==> config.mk <==
export PLATFORM = sky130hd
export DESIGN_NAME = uart_rx_frame_ctrl
export DESIGN_NICKNAME = d
export VERILOG_FILES = /design/src/rtl/uart_rx_frame_ctrl.sv
export SDC_FILE = /design/constraint.sdc
export NUM_CORES = 1
export LEC_CHECK = 0
export ABC_AREA = 1
export BUFFER_PORTS_ARGS = -buffer_cell sky130_fd_sc_hd__buf_2
export CAP_MARGIN = 20
export CORE_MARGIN = 2
export CORE_UTILIZATION = 54
export CTS_CLUSTER_DIAMETER = 150
export DETAILED_ROUTE_END_ITERATION = 16
export HOLD_SLACK_MARGIN = 0.02
export PLACE_DENSITY = 0.77
export SYNTH_ARGS = -nofsm -noshare
export SYNTH_HDL_FRONTEND = slang
export SYNTH_SLANG_ARGS = --single-unit
==> constraint.sdc <==
create_clock -name CLK -period 2.78 [get_ports CLK]
set_clock_uncertainty 0.1 [all_clocks]
set_input_delay 0.417 -clock CLK [delete_from_list [all_inputs] [get_ports CLK]]
set_output_delay 0.417 -clock CLK [all_outputs]
set_load 0.01 [all_outputs]
==> src/rtl/uart_rx_frame_ctrl.sv <==
// uart_rx_frame_ctrl: UART receive frame controller.
// Oversamples the synchronized RX line and qualifies the start bit with a
// 2-of-3 majority vote around mid-bit, which rejects short glitches. It then
// collects DATA_WIDTH data bits (LSB first), an optional parity bit and the
// stop bit. The byte is presented with a one-cycle DATA_VALID strobe, or a
// PAR_ERR / STP_ERR strobe is raised instead.
// Optional feature macro: UART_RX_ERR_CNT_EN adds the saturating ERR_CNT
// output, which counts errored frames and rejected start glitches.
// The controller returns to IDLE at the stop-bit decision point rather than
// at the end of the stop bit, so a new start edge is accepted half a stop
// bit early.

module uart_rx_frame_ctrl #(
    parameter int DATA_WIDTH = 8,
    parameter int PRESCALE_W = 6
) (
    input  logic                  CLK,
    input  logic                  RST,
    input  logic                  RX_IN,
    input  logic [PRESCALE_W-1:0] PRESCALE,
    input  logic                  PAR_EN,
    input  logic                  PAR_TYP,
    output logic [DATA_WIDTH-1:0] P_DATA,
    output logic                  DATA_VALID,
    output logic                  PAR_ERR,
    output logic                  STP_ERR,
    output logic                  BUSY
`ifdef UART_RX_ERR_CNT_EN
    ,
    output logic [7:0]            ERR_CNT
`endif
);

    // The bit counter must reach 1 (start) + DATA_WIDTH + 1 (parity).
    localparam int BIT_W = $clog2(DATA_WIDTH + 3);
    localparam logic [BIT_W-1:0] LAST_DATA_BIT = BIT_W'(DATA_WIDTH);

    typedef enum logic [2:0] {
        S_IDLE,
        S_START,
        S_DATA,
        S_PARITY,
        S_STOP
    } state_t;

    state_t                  state_q,      state_d;
    logic [PRESCALE_W-1:0]   edge_q,       edge_d;
    logic [BIT_W-1:0]        bit_q,        bit_d;
    logic [PRESCALE_W-1:0]   prescale_q,   prescale_d;
    logic                    par_en_q,     par_en_d;
    logic                    par_typ_q,    par_typ_d;
    logic [1:0]              samp_q,       samp_d;
    logic [DATA_WIDTH-1:0]   shift_q,      shift_d;
    logic                    par_flag_q,   par_flag_d;
    logic [DATA_WIDTH-1:0]   p_data_q,     p_data_d;
    logic                    data_valid_q, data_valid_d;
    logic                    par_err_q,    par_err_d;
    logic                    stp_err_q,    stp_err_d;
    logic                    busy_q,       busy_d;
`ifdef UART_RX_ERR_CNT_EN
    logic [7:0]              err_cnt_q,    err_cnt_d;
    logic                    err_inc;
`endif

    // Decoded per-bit timing, all relative to the latched prescale.
    logic [PRESCALE_W-1:0]   half;
    logic                    at_wrap;
    logic [2:0]              tap_hit;
    logic                    at_decision;
    logic                    maj;
    logic                    par_exp;

    assign half    = prescale_q >> 1;
    assign at_wrap = (edge_q == prescale_q - PRESCALE_W'(1));

    // Three sample taps at P/2-1, P/2 and P/2+1; the last one is the decision point.
    for (genvar gi = 0; gi < 3; gi++) begin : g_tap
        assign tap_hit[gi] = (state_q != S_IDLE) &&
                             (edge_q == half + PRESCALE_W'(gi) - PRESCALE_W'(1));
    end

    assign at_decision = tap_hit[2];

    // The third vote is the live line value in the decision cycle.
    assign maj = (samp_q[0] & samp_q[1]) | (samp_q[0] & RX_IN) | (samp_q[1] & RX_IN);

    assign par_exp = par_typ_q ? ~(^shift_q) : (^shift_q);

    // Next-state, counters, sampling and registered-output logic.
    always_comb begin
        state_d      = state_q;
        edge_d       = edge_q;
        bit_d        = bit_q;
        prescale_d   = prescale_q;
        par_en_d     = par_en_q;
        par_typ_d    = par_typ_q;
        samp_d       = samp_q;
        shift_d      = shift_q;
        par_flag_d   = par_flag_q;
        p_data_d     = p_data_q;
        data_valid_d = 1'b0;
        par_err_d    = 1'b0;
        stp_err_d    = 1'b0;
`ifdef UART_RX_ERR_CNT_EN
        err_inc      = 1'b0;
`endif

        // Bit-period timebase shared by every non-idle state.
        if (state_q != S_IDLE) begin
            if (at_wrap) begin
                edge_d = '0;
                bit_d  = bit_q + BIT_W'(1);
            end else begin
                edge_d = edge_q + PRESCALE_W'(1);
            end
        end

        if (tap_hit[0]) begin
            samp_d[0] = RX_IN;
        end
        if (tap_hit[1]) begin
            samp_d[1] = RX_IN;
        end

        case (state_q)
            S_IDLE: begin
                edge_d     = '0;
                bit_d      = '0;
                par_flag_d = 1'b0;
                // Frame format is frozen for the whole frame once we leave IDLE.
                prescale_d = PRESCALE;
                par_en_d   = PAR_EN;
                par_typ_d  = PAR_TYP;
                if (!RX_IN) begin
                    // The detection cycle counts as edge 0.
                    state_d = S_START;
                    edge_d  = PRESCALE_W'(1);
                end
            end

            S_START: begin
                if (at_decision && maj) begin
                    // Line came back high by mid-bit: a glitch, not a start bit.
                    state_d = S_IDLE;
                    edge_d  = '0;
                    bit_d   = '0;
`ifdef UART_RX_ERR_CNT_EN
                    err_inc = 1'b1;
`endif
                end else if (at_wrap) begin
                    state_d = S_DATA;
                end
            end

            S_DATA: begin
                if (at_decision) begin
                    shift_d = {maj, shift_q[DATA_WIDTH-1:1]};
                end
                // bit_q is 1 during data bit 0, so DATA_WIDTH marks the last bit.
                if (at_wrap && (bit_q == LAST_DATA_BIT)) begin
                    state_d = par_en_q ? S_PARITY : S_STOP;
                end
            end

            S_PARITY: begin
                if (at_decision && (maj != par_exp)) begin
                    par_flag_d = 1'b1;
                end
                if (at_wrap) begin
                    state_d = S_STOP;
                end
            end

            S_STOP: begin
                if (at_decision) begin
                    state_d   = S_IDLE;
                    edge_d    = '0;
                    bit_d     = '0;
                    stp_err_d = ~maj;
                    par_err_d = par_flag_q;
                    if (maj && !par_flag_q) begin
                        data_valid_d = 1'b1;
                        p_data_d     = shift_q;
                    end
`ifdef UART_RX_ERR_CNT_EN
                    err_inc = ~maj | par_flag_q;
`endif
                end
            end

            default: begin
                state_d = S_IDLE;
                edge_d  = '0;
                bit_d   = '0;
            end
        endcase

        busy_d = (state_d != S_IDLE);

`ifdef UART_RX_ERR_CNT_EN
        err_cnt_d = err_cnt_q;
        if (err_inc && (err_cnt_q != 8'hFF)) begin
            err_cnt_d = err_cnt_q + 8'd1;
        end
`endif
    end

    // State and output registers with synchronous active-low reset.
    always_ff @(posedge CLK) begin
        if (!RST) begin
            state_q      <= S_IDLE;
            edge_q       <= '0;
            bit_q        <= '0;
            prescale_q   <= '0;
            par_en_q     <= 1'b0;
            par_typ_q    <= 1'b0;
            samp_q       <= '0;
            shift_q      <= '0;
            par_flag_q   <= 1'b0;
            p_data_q     <= '0;
            data_valid_q <= 1'b0;
            par_err_q    <= 1'b0;
            stp_err_q    <= 1'b0;
            busy_q       <= 1'b0;
        end else begin
            state_q      <= state_d;
            edge_q       <= edge_d;
            bit_q        <= bit_d;
            prescale_q   <= prescale_d;
            par_en_q     <= par_en_d;
            par_typ_q    <= par_typ_d;
            samp_q       <= samp_d;
            shift_q      <= shift_d;
            par_flag_q   <= par_flag_d;
            p_data_q     <= p_data_d;
            data_valid_q <= data_valid_d;
            par_err_q    <= par_err_d;
            stp_err_q    <= stp_err_d;
            busy_q       <= busy_d;
        end
    end

`ifdef UART_RX_ERR_CNT_EN
    // Saturating error counter, cleared only by reset.
    always_ff @(posedge CLK) begin
        if (!RST) begin
            err_cnt_q <= '0;
        end else begin
            err_cnt_q <= err_cnt_d;
        end
    end

    assign ERR_CNT = err_cnt_q;
`endif

    assign P_DATA     = p_data_q;
    assign DATA_VALID = data_valid_q;
    assign PAR_ERR    = par_err_q;
    assign STP_ERR    = stp_err_q;
    assign BUSY       = busy_q;

endmodule

==> Word level (Yosys, flattened, before mapping) <==
Cells that the tools add are included.
{ "totals": {"register_bits": 44, "word_cells": 82} }
{ "classes": {"reduce_logical": 18, "bitwise_logic": 7, "mux": 23, "add_sub_neg": 8, "eq_ne": 11} }
{ "op_table": {"columns": ["op", "n"], "rows": [
  ["6-bit == test", 4],
  ["6-bit two-way mux", 4],
  ["6-bit case mux with 4 select lines", 1],
  ["3-bit two-way mux", 7],
  ["6-bit by 1-bit subtractor with 6-bit output (second input constant)", 3],
  ["4-bit two-way mux", 4],
  ["3-bit case mux with 5 select lines", 1],
  ["4-bit case mux with 3 select lines", 1],
  ["8-bit parity", 1],
  ["1-bit logical AND", 7],
  ["5-bit by 1-bit adder with 6-bit output (second input constant)", 1],
  ["5-bit by 2-bit adder with 6-bit output (second input constant)", 1],
  ["6-bit by 1-bit adder with 6-bit output (second input constant)", 1],
  ["3-bit by 2-bit == test with 1-bit output (second input constant)", 2],
  ["3-bit AND reduction", 2],
  ["3-bit nonzero test", 2],
  ["5-bit by 1-bit subtractor with 6-bit output (second input constant)", 1],
  ["4-bit by 1-bit adder with 4-bit output (second input constant)", 1],
  ["4-bit == test (second input constant)", 1],
  ["1-bit two-way mux", 4],
  ["2-bit AND reduction", 2],
  ["1-bit bitwise AND", 3],
  ["3-bit by 1-bit == test with 1-bit output (second input constant)", 1],
  ["3-bit == test (second input constant)", 1],
  ["9 further kinds", 11]
]} }

==> Longest topological paths before layout <==
Gate-level depths: netlist of run 1.
{ "logic_depth": {"word_depth": 8, "mapped_depth": 16} }

==> Worst setup path before layout of run 1 <==
OpenSTA, ideal clock, no wires.
{ "synth_path": {"path_kind": "reg2reg", "start": "register prescale_q[2]", "end": "register busy_q (netlist: BUSY)", "required_time_ps": 2564, "setup_time_ps": 116, "slack_ps": 788, "stages_incl_launch_ff": 15, "arrival_time_ps": 1777, "path_cell_list": "dfxtp_1 -> inv_1 -> ha_1 -> inv_1 -> nand2_1 -> nand2_1 -> nand3_1 -> nor2_1 -> nand3_4 -> nand2_4 -> nand2_1 -> clkinv_1 -> o21ai_2 -> o21bai_2 -> nand2_1"} }
{ "synth_between": {"elab_chain_len": 8, "word_cells_on_any_way": 15} }
{ "synth_rtl": {"columns": ["item", "line", "rtl"], "rows": [
  ["start: declaration", "49", "logic [PRESCALE_W-1:0] prescale_q, prescale_d;"],
  ["start signal: assignment", "229", "prescale_q <= prescale_d;"],
  ["5-bit by 2-bit adder with 6-bit output", "79", "(edge_q == half + PRESCALE_W'(gi) - PRESCALE_W'(1));"],
  ["6-bit by 1-bit subtractor with 6-bit output", "79", null],
  ["6-bit == test", "79", null],
  ["1-bit logical AND", "78", "assign tap_hit[gi] = (state_q != S_IDLE) &&"],
  ["1-bit logical AND", "142", "if (at_decision && maj) begin"],
  ["3-bit two-way mux", "142", null],
  ["3-bit case mux with 5 select lines *", "125", "case (state_q)"],
  ["3-bit nonzero test *", "198", "busy_d = (state_d != S_IDLE);"],
  ["end signal: assignment", "239", "busy_q <= busy_d;"],
  ["end: declaration", "59", "logic busy_q, busy_d;"]
]} }
Mark *: on every way between the ends. The rest lies on a longest branch, timed or not.
A chain may end at the register's enable or synchronous reset.

==> Final worst setup path of run 1 <==
{ "layout_path": {"start": "register prescale_q[2]", "end": "register edge_q[4]"} }
{ "layout_between": {"elab_chain_len": 7, "word_cells_on_any_way": 12} }
{ "layout_rtl": {"columns": ["item", "line", "rtl"], "rows": [
  ["5-bit by 2-bit adder with 6-bit output", "79", null],
  ["6-bit by 1-bit subtractor with 6-bit output", "79", null],
  ["6-bit == test", "79", null],
  ["1-bit logical AND", "78", null],
  ["1-bit logical AND", "142", null],
  ["6-bit two-way mux", "142", null],
  ["6-bit case mux with 4 select lines *", "125", null],
  ["end signal: assignment", "227", "edge_q <= edge_d;"],
  ["end: declaration", "47", "logic [PRESCALE_W-1:0] edge_q, edge_d;"]
]} }
Marked as above.

==> results.md, run 1 <==
* Status: completed
* Nets@finish at between 400 and 500
* Dpl cell area at between 2000 and 3000 um^2
* Row cnt at 24
* Port-buffer cells at 22
* Hold crit path type: input port to flip-flop
* Avg Cell Area, Syn at roughly 7.1 um^2
* Sw frac at 27.4%
* Die height at slightly above 70 um
* Sink Count at 44
* Die width at just over 70 um
* Largest net degree at the start of global routing at 29
* DRT Pass-1 Iters at 4
* Gr ovfl total at 0
* Initial core utilization at roughly 57%
* Max clock buf depth at 2
* Critical path data required time at 2890 ps
* Layout area overhead at 11.0%
* Via count at between 2000 and 2500
* Final setup fails at 0
* DP HPWL at roughly 4200 um
* Overall routing resource usage at 23.7%
* Layout cells sized above 1 at 15.3%
* # diodes at 0
* Design area at ~2800 um^2
* CTS tree: yes
* Drt drc at 0
* H-tree Lvls at 2
* Syn_nets at around 380
* Max Freq at approximately 440 MHz
* P_int at a little over 0.001 W
* Synth Register Bits at 44
* Clock root buffer: clkbuf_8
* Hold-fix buffers, CTS at 0
* WL final at between 5000 and 6000 um
* Number of max-cap violations at 0
* Worst skew pair latency at ~300 ps
* Period utilization at 82.4%
* CTS buffer count at 5
* Cells after Synth at between 300 and 400
* Crit path DAT at ~2400 ps
* Fillers at ~400
* RR Startpoint: prescale_q[2]
* DIE AREA at between 5000 and 6000 um^2
* IO Count at 23
* Final Hold Viols at 0
* Non-Filler Instances at ~440
* Tot Pwr at 0.00139 W
* Setup Buffers After CTS at 0
* Crit. End Element: flip-flop
* Crit path max fanout at 6
* CP startpoint kind: flip-flop
* Routed wire per std cell at between 10 and 15 um
* Logic pwr share at between 10% and 20%
* GP Congestion at a little over 0.9
* Commonest non-fill, non-tap cell in the layout: nand2_1
* First-pass GRT wire length at around 9700 um
* Max rail drop VDD at approximately 0.36 mV
* Cell leakage power at 1.40 nW
* Worst slew pin tran at around 480 ps
* Core area at 4440 um^2
* Min-delay src: PAR_TYP
* Final WS setup at a little under 500 ps
* Power Density at between 400 and 500 nW/um^2
* First DRT Iteration DRCs at between 200 and 250
* Ys flop type: dfxtp_1
* Placed cell count at ~430
* Slew HR at ~68%
* Psw at ~0.00038 W
* Yosys warns at 0
* Post-synth EDFFs at 0
* Post-Syn Area at approximately 2500 um^2
* Final ANT Viol Nets at 0
* Place WS at around 530 ps
* Critical Path Source: prescale_q[2]
* Clock power frac at 37.9%
* Sequential area share after synthesis at 34.7%
* Slew Viols, Final at 0
* Post-CTS sizing at 0
* Vias per std cell at ~5.3
* Synth async-reset ratio at 0%
* Most frequent cells in the layout: nand2_1 (79), inv_1 (54), dfxtp_1 (44)
* Min Tclk post-route at approximately 2300 ps
* Initial antenna violation count at 0
* Final setup TNS at 0 ps
* Crit path kind: flip-flop to flip-flop
* RSZ-0062 raised after global routing: false
* Flop pwr share at between 40 and 50%
* Clock-pin slew on the worst setup and hold paths at around 90 ps
* Library cells used by synthesis at 34
* Vias in the first global route at 2148
## power groups by stage
stage                     Clock, W  Combinational, W  Sequential [W]
after CTS                 0.000532          0.000199        0.000664
final                     0.000527          0.000200        0.000665
after global routing      0.000559          0.000229        0.000668
after floorplan                  0          0.000160        0.000673
after global placement           0          0.000195        0.000679
after detailed placement         0          0.000196        0.000679
## metrics by stage
stage | utilization, % | hold WS (ps)
floorplan | - | 345
global placement | 60.7 | 330
detailed placement | 60.7 | 332
CTS | 63.4 | 283
global route | 63.4 | 305
finish | 63.4 | 285
## cells by family (layout without fill, tap and decap cells)
family,count (synthesis),in the layout,synth area share [%]
adder cells (fa/ha/maj),7,7,3.45
buffers and inverters,64,90,9.81
flip-flops,44,44,34.7
AND/OR/NAND/NOR,171,171,34.0
AO/OA/AOI/OAI,54,54,11.5
XOR/XNOR,19,19,6.55
## registers in the layout, summed over array words and instances, names as in the netlist
register,cells
par_flag_q,1
P_DATA,8
shift_q,8
STP_ERR,1
prescale_q,6
par_en_q,1
DATA_VALID,1
PAR_ERR,1
par_typ_q,1
state_q,3
bit_q,4
BUSY,1
edge_q,6
samp_q,2
## cells in the mapped netlist, types with 2 or more instances
cell type / number / area share (%)
ha_1: 7 / 3.4
nand2_2: 5 / 1.2
nor4_1: 2 / 0.49
nand2_1: 79 / 12
xnor2_1: 9 / 3.1
dfxtp_1: 44 / 35
nand4_1: 6 / 1.5
nor3_1: 6 / 1.2
inv_1: 54 / 8.0
nor2_1: 35 / 5.2
nor2_4: 4 / 1.8
nand3_4: 3 / 2.1
xor2_1: 10 / 3.4
o21ai_0: 20 / 3.9
nand2_4: 3 / 1.3
nand3_1: 22 / 4.3
inv_2: 3 / 0.44
o21ai_1: 8 / 1.6
clkbuf_1: 4 / 0.59
a21oi_1: 21 / 4.1
## final cells by class
class                           instances  area [um^2]  share of cell area (%)
Multi-Input combinational cell        251         1410                    50.0
Sequential cell                        44          881                    31.2
Inverter                               58          218                    7.72
Timing Repair Buffer                   24          125                    4.44
Clock buffer                            6         82.6                    2.93
Tap cell                               52         65.1                    2.31
Clock inverter                          2         38.8                    1.38
## layer usage
layer / wire, um / share of wire, % / global-route usage [%] / vias up
met5: 0 / 0 / 0 / -
met4: 70 / 1.2 / 8.44 / 0
met1: 2620 / 47 / 31.9 / 1055
met3: 341 / 6.1 / 5.00 / 7
met2: 2590 / 46 / 37.6 / 59
li1: - / - / - / 1186
## final timing paths
| kind | end | slack [ps] | depth (start not counted) |
|---|---|---|---|
| hold reg to reg | P_DATA[6] | 350 | 2 |
| setup reg to reg | edge_q[4] | 490 | 14 |
| setup / recovery | edge_q[4] | 490 | 14 |
| hold / removal | par_typ_q | 290 | 3 |
## critical path: stages (launching register included)
cell and delay [ps]:
dfxtp_1 450, inv_1 160, ha_1 310, inv_1 60
nand2_1 60, nand2_1 60, nand3_1 60, nor2_1 260
nand4_2 190, nand2_2 130, nand3_4 90, nand2_4 110
nor2_2 60, nand2_1 60, inv_1 40
(Power assumes the default switching activity.)
==> run 2, diff against run 1 <==
Clock period 2.78 ns to 2.3 ns, I/O delays scaled along.
==> run 2 against run 1 <==
  * Critical path depth fell by 3
  * Design area grew 1.2%
  * Die area did not move
  * Combinational power is 24% higher
  * Worst hold slack lost 79 ps
  * Via count stayed put
  * Critical path type unchanged
  * Highest routed layer unchanged
==> results.md, run 2 (synthesis gave the netlist of run 1 again) <==
* Layout cells sized above 1 at 16.7% (was 15.3%)
* Vias in the first global route at 2034 (was 2148)
* Commonest non-fill, non-tap cell in the layout: nand2_1 (unchanged)
* CTS tree: yes (unchanged)
* Max rail drop VDD at 0.432 mV (was 0.360 mV)
* Final setup TNS at 0 ps (unchanged)
* Largest net degree at the start of global routing at 29 (unchanged)
* Routed wire per std cell at 12.4 um (was 12.9 um)
* Port-buffer cells at 22 (unchanged)
* First DRT Iteration DRCs at 169 (was 208)
* DRT Pass-1 Iters at 4 (unchanged)
* Layout area overhead at 12.3% (was 11.0%)
* IO Count at 23 (unchanged)
* CTS buffer count at 5 (unchanged)
* Sink Count at 44 (unchanged)
* Nets@finish at 406 (was 402)
* Hold_ws at 207 ps (was 285 ps)
* First-pass GRT wire length at 9290 um (was 9680 um)
* Number of max-cap violations at 0 (unchanged)
* Cell Chain, Critical Path: inv_2 -> ha_1 -> inv_1 -> nor3_4 -> xnor2_1 -> or2_2 -> nor4_1 -> buf_4 -> nand2_1 -> nand2_1 -> nor2_1 (was inv_1 -> ha_1 -> inv_1 -> nand2_1 -> nand2_1 -> nand3_1 -> nor2_1 -> nand4_2 -> nand2_2 -> nand3_4 -> nand2_4 -> nor2_2 -> nand2_1 -> inv_1)
* Worst slew pin tran at 496 ps (was 483 ps)
* Drt drc at 0 (unchanged)
* Critical path data required time at 2400 ps (was 2890 ps)
* Power Density at 589 nW/um^2 (was 493 nW/um^2)
* # diodes at 0 (unchanged)
* Final Hold Viols at 0 (unchanged)
* Setup Buffers After CTS at 0 (unchanged)
* Vias per std cell at 5.23 (was 5.28)
* Gr ovfl total at 0 (unchanged)
* Cell leakage power at 1.42 nW (was 1.40 nW)
* Overall routing resource usage at 22.8% (was 23.7%)
* Met1 wire length at 2510 um (was 2620 um)
* Worst skew pair latency at 300 ps (about the same)
* Sw frac at 27.0% (was 27.4%)
* Crit. End Element: flip-flop (unchanged)
* Min Tclk post-route at 2130 ps (was 2290 ps)
* Status: completed (unchanged)
* P_int at 0.00122 W (was 0.00101 W)
* Routed wl met3 at 385 um (was 341 um)
* Psw at 0.000453 W (was 0.000382 W)
* DR WL met2 at 2460 um (was 2590 um)
* Most frequent cells in the layout: nand2_1 (79), inv_1 (53), dfxtp_1 (44) (was nand2_1 (79), inv_1 (54), dfxtp_1 (44))
* Die height at 72.6 um (unchanged)
* Final setup fails at 0 (unchanged)
* DIE AREA at 5270 um^2 (unchanged)
* H-tree Lvls at 2 (unchanged)
* Logic pwr share at 14.8% (was 14.4%)
* GP Congestion at 0.940 (was 0.929)
* Hold crit path type: input port to flip-flop (unchanged)
* Max clock buf depth at 2 (unchanged)
* Critical path buffers and inverters at 3 (unchanged)
* Period utilization at 92.7% (was 82.4%)
* Crit-path slowest cell: dfxtp_1 (unchanged)
* Die width at 72.6 um (unchanged)
* CP startpoint kind: flip-flop (unchanged)
* Clock root buffer: clkbuf_8 (unchanged)
* Uppermost layer routed: met4 (unchanged)
* Row cnt at 24 (unchanged)
* WL final at 5490 um (was 5620 um)
* Via count at 2307 (unchanged)
* RSZ-0062 raised after global routing: false (unchanged)
* Most common cell on crit path: nand2_1
* Crit path DAT at 2230 ps (was 2400 ps)
* Worst path top cell family by delay: simple AND/OR/NAND/NOR gates (unchanged)
* Max Freq at 469 MHz (was 436 MHz)
* Clock power frac at 37.4% (was 37.9%)
* Slew HR at 66.6% (was 67.8%)
* Crit path kind: flip-flop to flip-flop (unchanged)
* DP HPWL at 4320 um (was 4190 um)
* Final ANT Viol Nets at 0 (unchanged)
* Crit path max fanout at 7 (was 6)
* Core area at 4440 um^2 (unchanged)
* Initial antenna violation count at 0 (unchanged)
* Clock-pin slew on the worst setup and hold paths at 90 ps (about the same)
* Flop pwr share at 47.8% (about the same)
* Initial core utilization at 57.1% (unchanged)
* Peak per-stage delay on the critical path at 400 ps (was 450 ps)
* Slew Viols, Final at 0 (unchanged)
run 2: what timing repair did:
action                     4_1_cts  5_1_grt
gates resized for setup          0        2
setup endpoints to repair        0       24
hold buffers                     0        0
run 2: final timing paths:
kind | start | endpoint | slack [ps] | cells past startpoint
max | prescale_q[1] | samp_q[0] | 170 | 11
min | PAR_TYP | par_typ_q | 210 | 3
max reg2reg | prescale_q[1] | samp_q[0] | 170 | 11
min reg2reg | P_DATA[4] | P_DATA[4] | 340 | 2
run 2: stage by stage:
| step | cell area, um^2 | worst slack [ps] | cells | utilization, % | power (W) |
|---|---|---|---|---|---|
| after floorplan | 2540 | 308 | 359 | - | 0.00101 |
| after global placement | 2730 | 158 | 433 | 61.4 | 0.00106 |
| after detailed placement | 2730 | 98.0 | 433 | 61.4 | 0.00106 |
| after CTS | 2850 | 81.1 | 441 | 64.1 | 0.00169 |
| after global routing | 2850 | 1.46 | 441 | 64.2 | 0.00176 |
| final | 2850 | 169 | 441 | 64.2 | 0.00168 |
run 2: worst register-to-register path, delay by kind of cell, from the launching register on:
family | cells | cell delay, ps
XOR/XNOR | 1 | 130
adder cells (fa/ha/maj) | 1 | 220
buffers and inverters | 3 | 420
flip-flops | 1 | 400
AND/OR/NAND/NOR | 6 | 760
run 2: final cells by class:
class	instances	area, um^2
multi-input combinational	251	1410
clock inverter	2	38.8
fill	404	1590
sequential	44	881
timing repair buffer	28	155
tap	52	65.1
inverter	58	218
clock buffer	6	82.6
run 2: power groups by stage:
stage	sequential, W	clock (W)	combinational, W
after floorplan	0.000813	0	0.000193
after global placement	0.000819	0	0.000243
after detailed placement	0.000819	0	0.000246
after CTS	0.000801	0.000640	0.000247
after global routing	0.000805	0.000670	0.000282
final	0.000802	0.000627	0.000249
run 2: metal layers:
metal  up-vias  track usage (%)
li1       1189                -
met1      1029             31.3
met2        73             34.7
met3        16             4.58
met4         0             9.67
met5         -                0
==> run 3, diff against run 2 <==
Settings changed: ABC_AREA 1 to not set, CTS_CLUSTER_DIAMETER 150 to 60, PLACE_DENSITY 0.77 to 0.78.
==> run 3 against run 2 <==
  * First-iteration DRC count decreased by 37%
  * Global-route usage increased by 0.093 points
  * Count of clock-buffer cells in the layout decreased by 1
  * Flip-flop and latch count unchanged
  * Cell count decreased by 17%
  * Design area increased by 2.6%
  * Non-clock buffer count increased by 20
  * Via count decreased by 11%
  * Critical path depth decreased by 2
  * Synthesized cell count decreased by 24%
  * Maximum frequency decreased by 3.4%
  * Total power increased by 5.4%
  * Largest power group unchanged
  * Highest routed layer unchanged
==> results.md, run 3 <==
* Crit path max fanout at 6 (was 7)
* Routed wire per std cell at 14.8 um (was 12.4 um)
* Worst slew pin tran at 495 ps (was 496 ps)
* Overall routing resource usage at 22.9% (was 22.8%)
* Clock root buffer: clkbuf_8 (unchanged)
* Final Hold Viols at 0 (unchanged)
* DIE AREA at 4920 um^2 (was 5270 um^2)
* First DRT Iteration DRCs at 107 (was 169)
* Most frequent cells in the layout: dfxtp_1 (41), nor2_1 (33), nand2_1 (26) (was nand2_1 (79), inv_1 (53), dfxtp_1 (44))
* Critical Path Source: prescale_q[1] (unchanged)
* RSZ-0062 raised after global routing: true (was false)
* Top cells by area, synth: dfxtp_1 (37%), mux2i_1 (8.0%), xnor2_1 (5.6%), xor2_1 (5.6%), nor2_1 (5.2%) (was dfxtp_1 (35%), nand2_1 (12%), inv_1 (8.0%), nor2_1 (5.2%), nand3_1 (4.3%))
* Core area at 4290 um^2 (was 4440 um^2)
* CTS tree: yes (unchanged)
* Final ANT Viol Nets at 0 (unchanged)
* DP HPWL at 3800 um (was 4320 um)
* Via count at 2044 (was 2307)
* Number of max-cap violations at 0 (unchanged)
* Slew HR at 67.0% (was 66.6%)
* Max rail drop VDD at 0.504 mV (was 0.432 mV)
* Die height at 70.2 um (was 72.6 um)
* Max Freq at 453 MHz (was 469 MHz)
* Sink Count at 44 (unchanged)
* Slew Viols, Final at 0 (unchanged)
* Layout area overhead at 23.7% (was 12.3%)
* Critical path data required time at 2420 ps (was 2400 ps)
* Period utilization at 95.9% (was 92.7%)
* Avg Cell Area, Syn at 8.63 um^2 (was 7.07 um^2)
* Final setup fails at 0 (unchanged)
* GP Congestion at 0.900 (was 0.940)
* WL final at 5420 um (was 5490 um)
* Yosys warns at 0 (unchanged)
* # diodes at 0 (unchanged)
* Die width at 70.2 um (was 72.6 um)
* Worst R2R Setup Slack at 90 ps (was 170 ps)
* Most common cell on crit path: buf_6 (was nand2_1)
* Crit path DAT at 2330 ps (was 2230 ps)
* DRT Pass-1 Iters at 4 (unchanged)
* Critical path buffers and inverters at 2 (was 3)
* Status: completed (unchanged)
* R2R Path End: edge_q[5] (was samp_q[0])
* Hold_ws at 164 ps (was 207 ps)
* Design area at 2930 um^2 (was 2850 um^2)
* Post-Syn Area at 2360 um^2 (was 2540 um^2)
* Worst path top cell family by delay: compound AO/OA/AOI/OAI gates (was simple AND/OR/NAND/NOR gates)
* Worst skew pair latency at 300 ps (about the same)
* Critical Path Sink: edge_q[5] (was samp_q[0])
* Cell taking the most area after synthesis: dfxtp_1 (unchanged)
* Crit. End Element: flip-flop (unchanged)
* Layout cells sized above 1 at 26.1% (was 16.7%)
* Top-count cell post-synth: dfxtp_1 (was nand2_1)
* Min-delay src: PRESCALE[4] (was PAR_TYP)
* Cell Chain, Critical Path: buf_6 -> ha_2 -> nand2b_1 -> a21o_1 -> a31o_4 -> a311oi_4 -> o31ai_4 -> buf_6 -> nor3_1 (was inv_2 -> ha_1 -> inv_1 -> nor3_4 -> xnor2_1 -> or2_2 -> nor4_1 -> buf_4 -> nand2_1 -> nand2_1 -> nor2_1)
* Worst reg2reg path depth at 9 (was 11)
* Sequential area share after synthesis at 37.2% (was 34.7%)
* Crit path kind: flip-flop to flip-flop (unchanged)
* Vias in the first global route at 1985 (was 2034)
* CP startpoint kind: flip-flop (unchanged)
* Ys flop type: dfxtp_1 (unchanged)
* Row cnt at 24 (unchanged)
* Synth Register Bits at 44 (unchanged)
* Cells after Synth at 274 (was 359)
* Hold crit path type: input port to flip-flop (unchanged)
* Min Tclk post-route at 2210 ps (was 2130 ps)
* Library cells used by synthesis at 47 (was 34)
* Post-synth top cells: dfxtp_1 (44), nor2_1 (33), nand2_1 (28) (was nand2_1 (79), inv_1 (54), dfxtp_1 (44))
* Clock-pin slew on the worst setup and hold paths at 90 ps (about the same)
* IO Count at 23 (unchanged)
* Gr ovfl total at 0 (unchanged)
* Max clock buf depth at 2 (unchanged)
* First-pass GRT wire length at 8910 um (was 9290 um)
* Fin util at 68.1% (was 64.2%)
* Initial antenna violation count at 0 (unchanged)
* Tot Pwr at 0.00177 W (was 0.00168 W)
* CP Depth at 9 (was 11)
* Syn_nets at 292 (was 377)
* Cell leakage power at 1.14 nW (was 1.42 nW)
* Synth async-reset ratio at 0% (unchanged)
* Post-synth EDFFs at 0 (unchanged)
* Drt drc at 0 (unchanged)
* Largest net degree at the start of global routing at 19 (was 29)
* Power Density at 605 nW/um^2 (was 589 nW/um^2)
* Commonest non-fill, non-tap cell in the layout: dfxtp_1 (was nand2_1)
* H-tree Lvls at 2 (unchanged)
* CTS buffer count at 5 (unchanged)
* Vias per std cell at 5.58 (was 5.23)
* Crit-path slowest cell: dfxtp_2 (was dfxtp_1)
* Port-buffer cells at 22 (unchanged)
* RR Startpoint: prescale_q[1] (unchanged)
* Initial core utilization at 55.1% (was 57.1%)
* Post-synth top area share at 37.2% (was 34.7%)
* Final setup TNS at 0 ps (unchanged)
* Dpl cell area at 2700 um^2 (was 2730 um^2)
* Nets@finish at 332 (was 406)
* Peak per-stage delay on the critical path at 340 ps (was 400 ps)
## run 3: how the worst min path moves through the flow
stage	depth (start not counted)	slack (ps)	end
floorplan	2	330	par_flag_q
global placement	2	340	par_flag_q
detailed placement	2	350	par_flag_q
CTS	3	170	prescale_q[5]
global route	3	190	prescale_q[2]
finish	3	160	prescale_q[4]
## run 3: power by group
part	internal [W]	switching [W]
combinational	0.000130	0.000160
clock	0.000427	0.000254
sequential	0.000778	0.0000187
## run 3: timing repair
action | 4_1_cts | 5_1_grt
buffers inserted | 2 | 0
hold buffers | 0 | 0
pin swaps | 1 | 6
resized for setup | 0 | 18
hold endpoints to repair | 0 | 0
setup endpoints to repair | 16 | 14
## run 3: layout make-up
cell class | count | area [um^2]
clock buffers | 5 | 68.8
clock inverters | 2 | 60.1
fillers | 361 | 1370
inverters | 9 | 33.8
multi-input cells | 206 | 1490
flip-flops and latches | 44 | 885
well taps | 52 | 65.1
repair buffers | 48 | 325
## run 3: kinds of logic after synthesis
family / share of synthesized area, %
buffers and inverters: 4.23
AO/OA/AOI/OAI: 12.2
AND/OR/NAND/NOR: 22.3
flip-flops: 37.2
adder cells (fa/ha/maj): 4.13
multiplexers: 8.04
XOR/XNOR: 11.8
## run 3: tightest hold or removal path, stage by stage
cell and delay [ps]:
buf_2 90, nand2_1 40, a21oi_1 50
## run 3: through the flow
step,std cells,worst slack (ps)
3_3_place_gp,357,-4.90
2_1_floorplan,274,15.9
4_1_cts,366,21.0
3_5_place_dp,357,-112
6_report,366,93.8
5_1_grt,366,-10.6
## run 3: metal layers
metal | share of wire, % | GRT usage, %
met5 | 0 | 0
met4 | 0.78 | 7.48
met3 | 3.2 | 4.91
met2 | 49 | 38.6
met1 | 47 | 29.0
